--- config.mk ---
export PLATFORM = sky130hd
export DESIGN_NAME = conv_pool_group_sched
export DESIGN_NICKNAME = d
export VERILOG_FILES = /design/src/rtl/conv_sched_pkg.sv /design/src/rtl/conv_sched_settle_cnt.sv /design/src/rtl/conv_pool_group_sched.sv
export SDC_FILE = /design/constraint.sdc
export NUM_CORES = 1
export LEC_CHECK = 0
export CORE_AREA = 2 2 534 536
export DETAILED_ROUTE_END_ITERATION = 12
export DIE_AREA = 0 0 536 538
export GPL_TIMING_DRIVEN = 1
export PLACE_DENSITY_LB_ADDON = 0.25
export RECOVER_POWER = 50
export SKIP_LAST_GASP = 1
export SYNTH_ARGS = -nofsm -noshare
export SYNTH_HDL_FRONTEND = slang
export SYNTH_SLANG_ARGS = --single-unit
export TNS_END_PERCENT = 1
--- constraint.sdc ---
create_clock -name clk -period 3.08 [get_ports clk]
set_clock_uncertainty 0.05 [all_clocks]
set_input_delay 0.616 -clock clk [delete_from_list [all_inputs] [get_ports clk]]
set_output_delay 0.616 -clock clk [all_outputs]
set_load 0.02 [all_outputs]
--- src/rtl/conv_sched_pkg.sv ---
// conv_pool_group_sched shared package: FSM encodings, window sizes, helpers.
// Optional feature macro: CONV_SCHED_PERF_EN (performance counters).
package conv_sched_pkg;
  localparam int WIN_PIX = 36;
  localparam int KER_PIX = 25;

  localparam logic [2:0] S_IDLE  = 3'd0;
  localparam logic [2:0] S_FETCH = 3'd1;
  localparam logic [2:0] S_WAIT  = 3'd2;
  localparam logic [2:0] S_EVAL  = 3'd3;
  localparam logic [2:0] S_OUT   = 3'd4;

  function automatic int grp_base(input int g, input int lanes);
    return g * lanes;
  endfunction
endpackage

--- src/rtl/conv_sched_settle_cnt.sv ---
// Settle counter: gives the combinational lane bank EVAL_CYC cycles per group.
module conv_sched_settle_cnt #(
  parameter int EVAL_CYC = 2
) (
  input  logic clk,
  input  logic rst,
  input  logic start,
  input  logic en,
  output logic done
);
  localparam int CW = (EVAL_CYC > 1) ? $clog2(EVAL_CYC) : 1;

  logic [CW-1:0] cnt;

  always_ff @(posedge clk) begin
    if (rst || start)
      cnt <= '0;
    else if (en)
      cnt <= cnt + 1'b1;
  end

  assign done = en && (cnt == CW'(EVAL_CYC - 1));
endmodule

--- src/rtl/conv_pool_group_sched.sv ---
// Group scheduler for the second binary conv+pool layer lane bank.
// CONV_SCHED_PERF_EN adds busy-cycle and window counters.
module conv_pool_group_sched
  import conv_sched_pkg::*;
#(
  parameter int CHAN_IN  = 18,
  parameter int CHAN_OUT = 60,
  parameter int LANES    = 12,
  parameter int EVAL_CYC = 2,
  localparam int NGRP = CHAN_OUT / LANES,
  localparam int GW   = (NGRP > 1) ? $clog2(NGRP) : 1
) (
  input  logic          clk,
  input  logic          rst,
  input  logic          win_valid,
  output logic          win_ready,
  input  logic          win_data   [0:CHAN_IN*WIN_PIX-1],
  output logic          lane_image [0:CHAN_IN*WIN_PIX-1],
  output logic          wt_rd_en,
  output logic [GW-1:0] wt_grp,
  input  logic          lane_pix   [0:LANES-1],
  output logic          out_valid,
  input  logic          out_ready,
  output logic          out_pix    [0:CHAN_OUT-1]
`ifdef CONV_SCHED_PERF_EN
  ,
  output logic [31:0]   perf_busy_cyc,
  output logic [15:0]   perf_windows
`endif
);
  if (CHAN_OUT % LANES != 0) begin : g_chk_lanes
    $error("CHAN_OUT must be a multiple of LANES");
  end
  if (EVAL_CYC < 1) begin : g_chk_eval
    $error("EVAL_CYC must be at least 1");
  end

  logic [2:0]    state;
  logic [GW-1:0] grp;
  logic          done;

  conv_sched_settle_cnt #(
    .EVAL_CYC(EVAL_CYC)
  ) u_settle (
    .clk  (clk),
    .rst  (rst),
    .start(state == S_WAIT),
    .en   (state == S_EVAL),
    .done (done)
  );

  assign win_ready = (state == S_IDLE);
  assign wt_rd_en  = (state == S_FETCH);
  assign out_valid = (state == S_OUT);
  // grp only moves on entry to FETCH, so it doubles as the held ROM address
  assign wt_grp    = grp;

  always_ff @(posedge clk) begin
    if (rst) begin
      state      <= S_IDLE;
      grp        <= '0;
      lane_image <= '{default: 1'b0};
      out_pix    <= '{default: 1'b0};
    end else begin
      unique case (state)
        S_IDLE: begin
          if (win_valid) begin
            lane_image <= win_data;
            grp        <= '0;
            state      <= S_FETCH;
          end
        end
        S_FETCH: state <= S_WAIT;
        S_WAIT:  state <= S_EVAL;
        S_EVAL: begin
          if (done) begin
            for (int g = 0; g < NGRP; g++) begin
              if (grp == GW'(g)) begin
                for (int i = 0; i < LANES; i++)
                  out_pix[grp_base(g, LANES) + i] <= lane_pix[i];
              end
            end
            if (grp == GW'(NGRP - 1)) begin
              state <= S_OUT;
            end else begin
              grp   <= grp + 1'b1;
              state <= S_FETCH;
            end
          end
        end
        S_OUT: begin
          if (out_ready)
            state <= S_IDLE;
        end
        default: state <= S_IDLE;
      endcase
    end
  end

`ifdef CONV_SCHED_PERF_EN
  always_ff @(posedge clk) begin
    if (rst) begin
      perf_busy_cyc <= '0;
      perf_windows  <= '0;
    end else begin
      if (state != S_IDLE && perf_busy_cyc != '1)
        perf_busy_cyc <= perf_busy_cyc + 1'b1;
      if (out_valid && out_ready && perf_windows != '1)
        perf_windows <= perf_windows + 1'b1;
    end
  end
`endif
endmodule

* Yosys cells after proc, flatten, opt, wreduce, memory -nomap -nowiden
Cells that the tools add are included.
** Operators by class
- Add/sub/neg operators :: 2
- Eq/ne operators :: 12
- Muxes and demuxes :: 9
- Reduce and logical (&&, ||, !) cells :: 13
** Operator list (count)
- two-way mux 3 bit :: 7
- AND reduction 3 bit :: 6
- one-hot mux 3 bit (5 select lines) :: 1
- == test 3 x 2 -> 1 bit, second input constant :: 4
- == test 3 x 1 -> 1 bit, second input constant :: 2
- == test 3 bit, second input constant :: 2
- zero test 3 bit :: 2
- != test 2 bit, second input constant :: 3
- one-hot mux 3 bit (2 select lines) :: 1
- AND reduction 4 bit :: 1
- adder 3 x 1 -> 3 bit, second input constant :: 1
- != test 2 x 1 -> 1 bit, second input constant :: 1
- AND reduction 2 bit :: 1
- nonzero test 2 bit :: 1
- adder 1 bit, second input constant :: 1
- logical AND 1 bit :: 1
- logical OR 1 bit :: 1
** Storage, ports and cells
- Bits in registers :: 715
- Input port bits :: 664
- Output and inout port bits :: 714
- Logic and storage cells :: 747

* Longest topological paths before layout
- Depth after elaboration :: 4
- Depth in mapped cells :: 7
- Gate-level depth less buffers :: 5

* Hierarchy
Synthesis repeated with hierarchy kept, for this count alone.
** Unflattened totals
- Cells, all modules :: 3074
- Area, all modules :: 25443.2 um2
** By module, submodules not included
- conv_pool_group_sched :: instances 1, cells each 3070, area an instance 25396.9 um2, sequential area each 14293.7 um2
- conv_sched_settle_cnt :: instances 1, cells each 4, area an instance 46.3 um2, sequential area each 20.0 um2

* Worst setup path before layout
Ideal clock, no wire load.
- Path type :: register to output
- Start :: reg state[0]
- End :: out wt_rd_en
- Arrival :: 1.294 ns
- Data required time :: 2.414 ns
- Setup slack :: 1.120 ns
- Stages on the path, launching flop included :: 4
- Buffers on the path :: 2
- Cell sequence :: dfxtp_1 buf_2 clkbuf_1 nor3b_1
** On the way
- Longest elaborated chain between the ends :: 1
** Ends and longest elaborated chain
- start, declared :: line conv_pool_group_sched.sv:38 : logic [2:0] state;
- start signal, assigned :: line conv_pool_group_sched.sv:60 : state <= S_IDLE;
- start signal, assigned :: line conv_pool_group_sched.sv:70 : state <= S_FETCH;
- start signal, assigned :: line conv_pool_group_sched.sv:73 : S_FETCH: state <= S_WAIT;
- == test 3 x 1 -> 1 bit :: line conv_pool_group_sched.sv:53 : assign wt_rd_en = (state == S_FETCH);
- end, declared :: line conv_pool_group_sched.sv:19 : output logic wt_rd_en,
No other way between the ends.

* Final worst setup path
- Start :: reg state[2]
- End :: out out_valid
** On the way
- Longest elaborated chain between the ends :: 1
** Ends and longest elaborated chain
- == test 3 bit :: line conv_pool_group_sched.sv:54 : assign out_valid = (state == S_OUT);
- end, declared :: line conv_pool_group_sched.sv:22 : output logic out_valid,
No other way between the ends.

==> flow_summary.json <==
{
  "yosys-top-cells-count": "nand2_1 (1300), dfxtp_1 (715), a21oi_1 (649)",
  "synth_most_common_cell": "nand2_1",
  "routed_via_density": 3.27,
  "cts_made_buffers": 100,
  "track_usage_pct": 14.2,
  "switchingPower_mw": 8.95,
  "post-route-drc-count": 0,
  "crit_path_top_delay_cell": "clkdlybuf4s50_1",
  "status": "finished, final reports clean",
  "ctsHtreeMaxLevel": 3,
  "post_cts_buffers": 0,
  "endpoint_kind": "primary output",
  "power_frac_seq_pct": 36.0,
  "grt_pass1_vias": 26400,
  "critPathKind": "flip-flop to primary output",
  "intPower_mw": 20.0,
  "yosysUniqueCellTypes": 31,
  "cts_root_buf": "clkbuf_16",
  "sw_frac_of_total_pct": 30.9,
  "hold_violations": 0,
  "synth_top_cell_by_area": "dfxtp_1",
  "synth_cells": 3077,
  "synthTopCellsByArea": "dfxtp_1 (56%), nand2_1 (19%), a21oi_1 (13%), buf_6 (3.0%), mux2i_1 (2.4%)",
  "async_reset_ff_share_pct": 0,
  "slowest_delay_ns": 0.69,
  "rsz0062_at_grt": "no",
  "leakage_nw": 16.2,
  "cts_tree": "built",
  "fmax_mhz": 344,
  "antenna_found_initial": 271,
  "p_per_area_mw_per_mm2": 620,
  "path_buf_inv": 2,
  "clock-sinks": 715,
  "critPathLaunchType": "flip-flop",
  "slew_violations": 0,
  "worst_pin_slew_ns": 1.30,
  "cp_top_family": "buffers and inverters",
  "drt_iter0_markers": 1270,
  "nets": 5068,
  "routed_wl_um": 215000,
  "clock_latency_ns": 0.80,
  "hold_path.class": "input pin to flip-flop",
  "placed_area_mm2": 0.0433,
  "slew-limit-headroom_pct": 13.1,
  "clkTransAtPathRegs_ns": 0.06,
  "dpl.cell_count": 8059,
  "grt_first_pass_wirelength_um": 269000,
  "dpl.hpwl_um": 182000,
  "hold_buffers": 0,
  "drive_gt1_share_pct": 5.23,
  "syn_area_per_cell_um2": 8.26,
  "synth_nets": 3746,
  "die_y_um": 538,
  "synth_ff_type": "dfxtp_1",
  "peakVddDrop_mv": 0.393,
  "design_area_mm2": 0.0468,
  "io_pins": 1378,
  "power_frac_comb_pct": 21.4,
  "yosysSeqAreaShare_pct": 56.3,
  "dr.pass1.iters": 5,
  "fin_crit_sh_pct": 94.5,
  "holdWs_ns": 0.244,
  "cp.arrival_ns": 2.24,
  "finalNonFillerCells": 8297,
  "synth_edf_count": 0,
  "cap_violations": 0,
  "grt_max_degree": 109,
  "period_minus_slack_ns": 2.91,
  "setup-tns-final_ns": 0,
  "path_cells": "inv_1 > nor3_1 > clkdlybuf4s50_1",
  "synth_seq_cells": 715,
  "die_x_um": 536,
  "clockBufferDepth": 4,
  "ant_nets": 0,
  "rows": 196,
  "clkPwrFrac_pct": 42.5,
  "die_area_mm2": 0.288,
  "core_mm2": 0.283,
  "yosysWarningCount": 0,
  "synth_largest_type_area_fraction_pct": 56.3,
  "start_util_pct": 8.98,
  "vias": 27100,
  "place.gp.congestion": 0.892,
  "wl_per_cell_um": 25.9,
  "finalPower_mw": 29.0,
  "area_delta_synth_final_pct": 83.9,
  "required_ns": 2.41,
  "syn_area_mm2": 0.0254,
  "crit_fanout": 12,
  "overflow": 0,
  "numPortBuffers": 1377,
  "finalSetupViolations": 0
}
==> per-stage QoR <==
stage	util (%)	worst slack (ns)
2_1_floorplan	-	1.12
3_3_place_gp	15.3	0.262
3_5_place_dp	15.3	0.262
4_1_cts	16.5	0.0798
5_1_grt	16.5	0.0470
6_report	16.5	0.170
==> path summary, 6_finish.rpt <==
kind / endpoint / depth (start not counted) / from / slack (ns)
worst max register to register: lane_image[366] / 6 / state[0] / 0.28
worst max-delay path: out_valid / 3 / state[2] / 0.17
worst min register to register: lane_image[264] / 2 / lane_image[264] / 0.40
worst min-delay path: lane_image[605] / 2 / rst / 0.24
==> cells by family after synthesis <==
logic type	count (synthesis)	synth area share, %
compound gates	653	12.9
simple gates	1401	21.7
flops	715	56.3
mux	63	2.49
buf+inv	240	6.40
fa+ha+maj	5	0.246
==> repair_timing <==
item / 4_1_cts / 5_1_grt
gates resized for setup: 1 / 0
setup endpoints to repair: 1 / 0
endpoints found under the hold margin: 0 / 0
==> metal layers <==
layer  up-vias  part of all wire (%)  track usage, %
met5         -                  0.41               0
met4       144                   2.5            3.38
met3       415                    17            11.1
met2      1444                    42            21.5
met1     12500                    37            15.3
li1      12700                     -               -
==> worst register-to-register path, stage by stage, from the launching register on <==
cell and delay [ns]:
dfxtp_1 0.32, buf_4 0.20, nor4b_4 0.39, clkbuf_2 0.88, buf_2 0.62, nand2_1 0.12
a21oi_1 0.15
==> cell usage in the layout, fill, tap and decap left out, drive strengths merged, types with 6 or more instances in the layout <==
cell and count:
a21oi 649, buf 60, bufinv 10, clkbuf 160
clkdlybuf4s50 1376, clkinv 18, dfxtp 715, diode 62
inv 9, mux2i 61, nand2 1300, nand2b 73
nor3 6
==> power groups by stage <==
stage                     Clock [mW]  Combinational (mW)  Sequential [mW]
final                           12.3                6.21             10.4
after global placement             0                6.42             10.6
after floorplan                    0                1.94             11.4
after global routing            13.1                6.67             10.5
after detailed placement           0                6.42             10.6
after CTS                       12.9                6.45             10.4
==> flip-flops by register name, summed over array words and instances (netlist names) <==
register,count
lane_image,648
out_pix,60
state,3
u_settle.cnt,1
wt_grp,3
==> cell type report <==
class | instances | area, um^2
Fill cell | 32000 | 236000
Timing Repair Buffer | 1456 | 14600
Sequential cell | 715 | 14300
Multi-Input combinational cell | 2122 | 9500
Tap cell | 3762 | 4710
Clock buffer | 140 | 2900
Clock inverter | 36 | 539
Antenna cell | 62 | 155
Inverter | 4 | 15.0
Note: power is estimated with default switching activity, not from simulation.
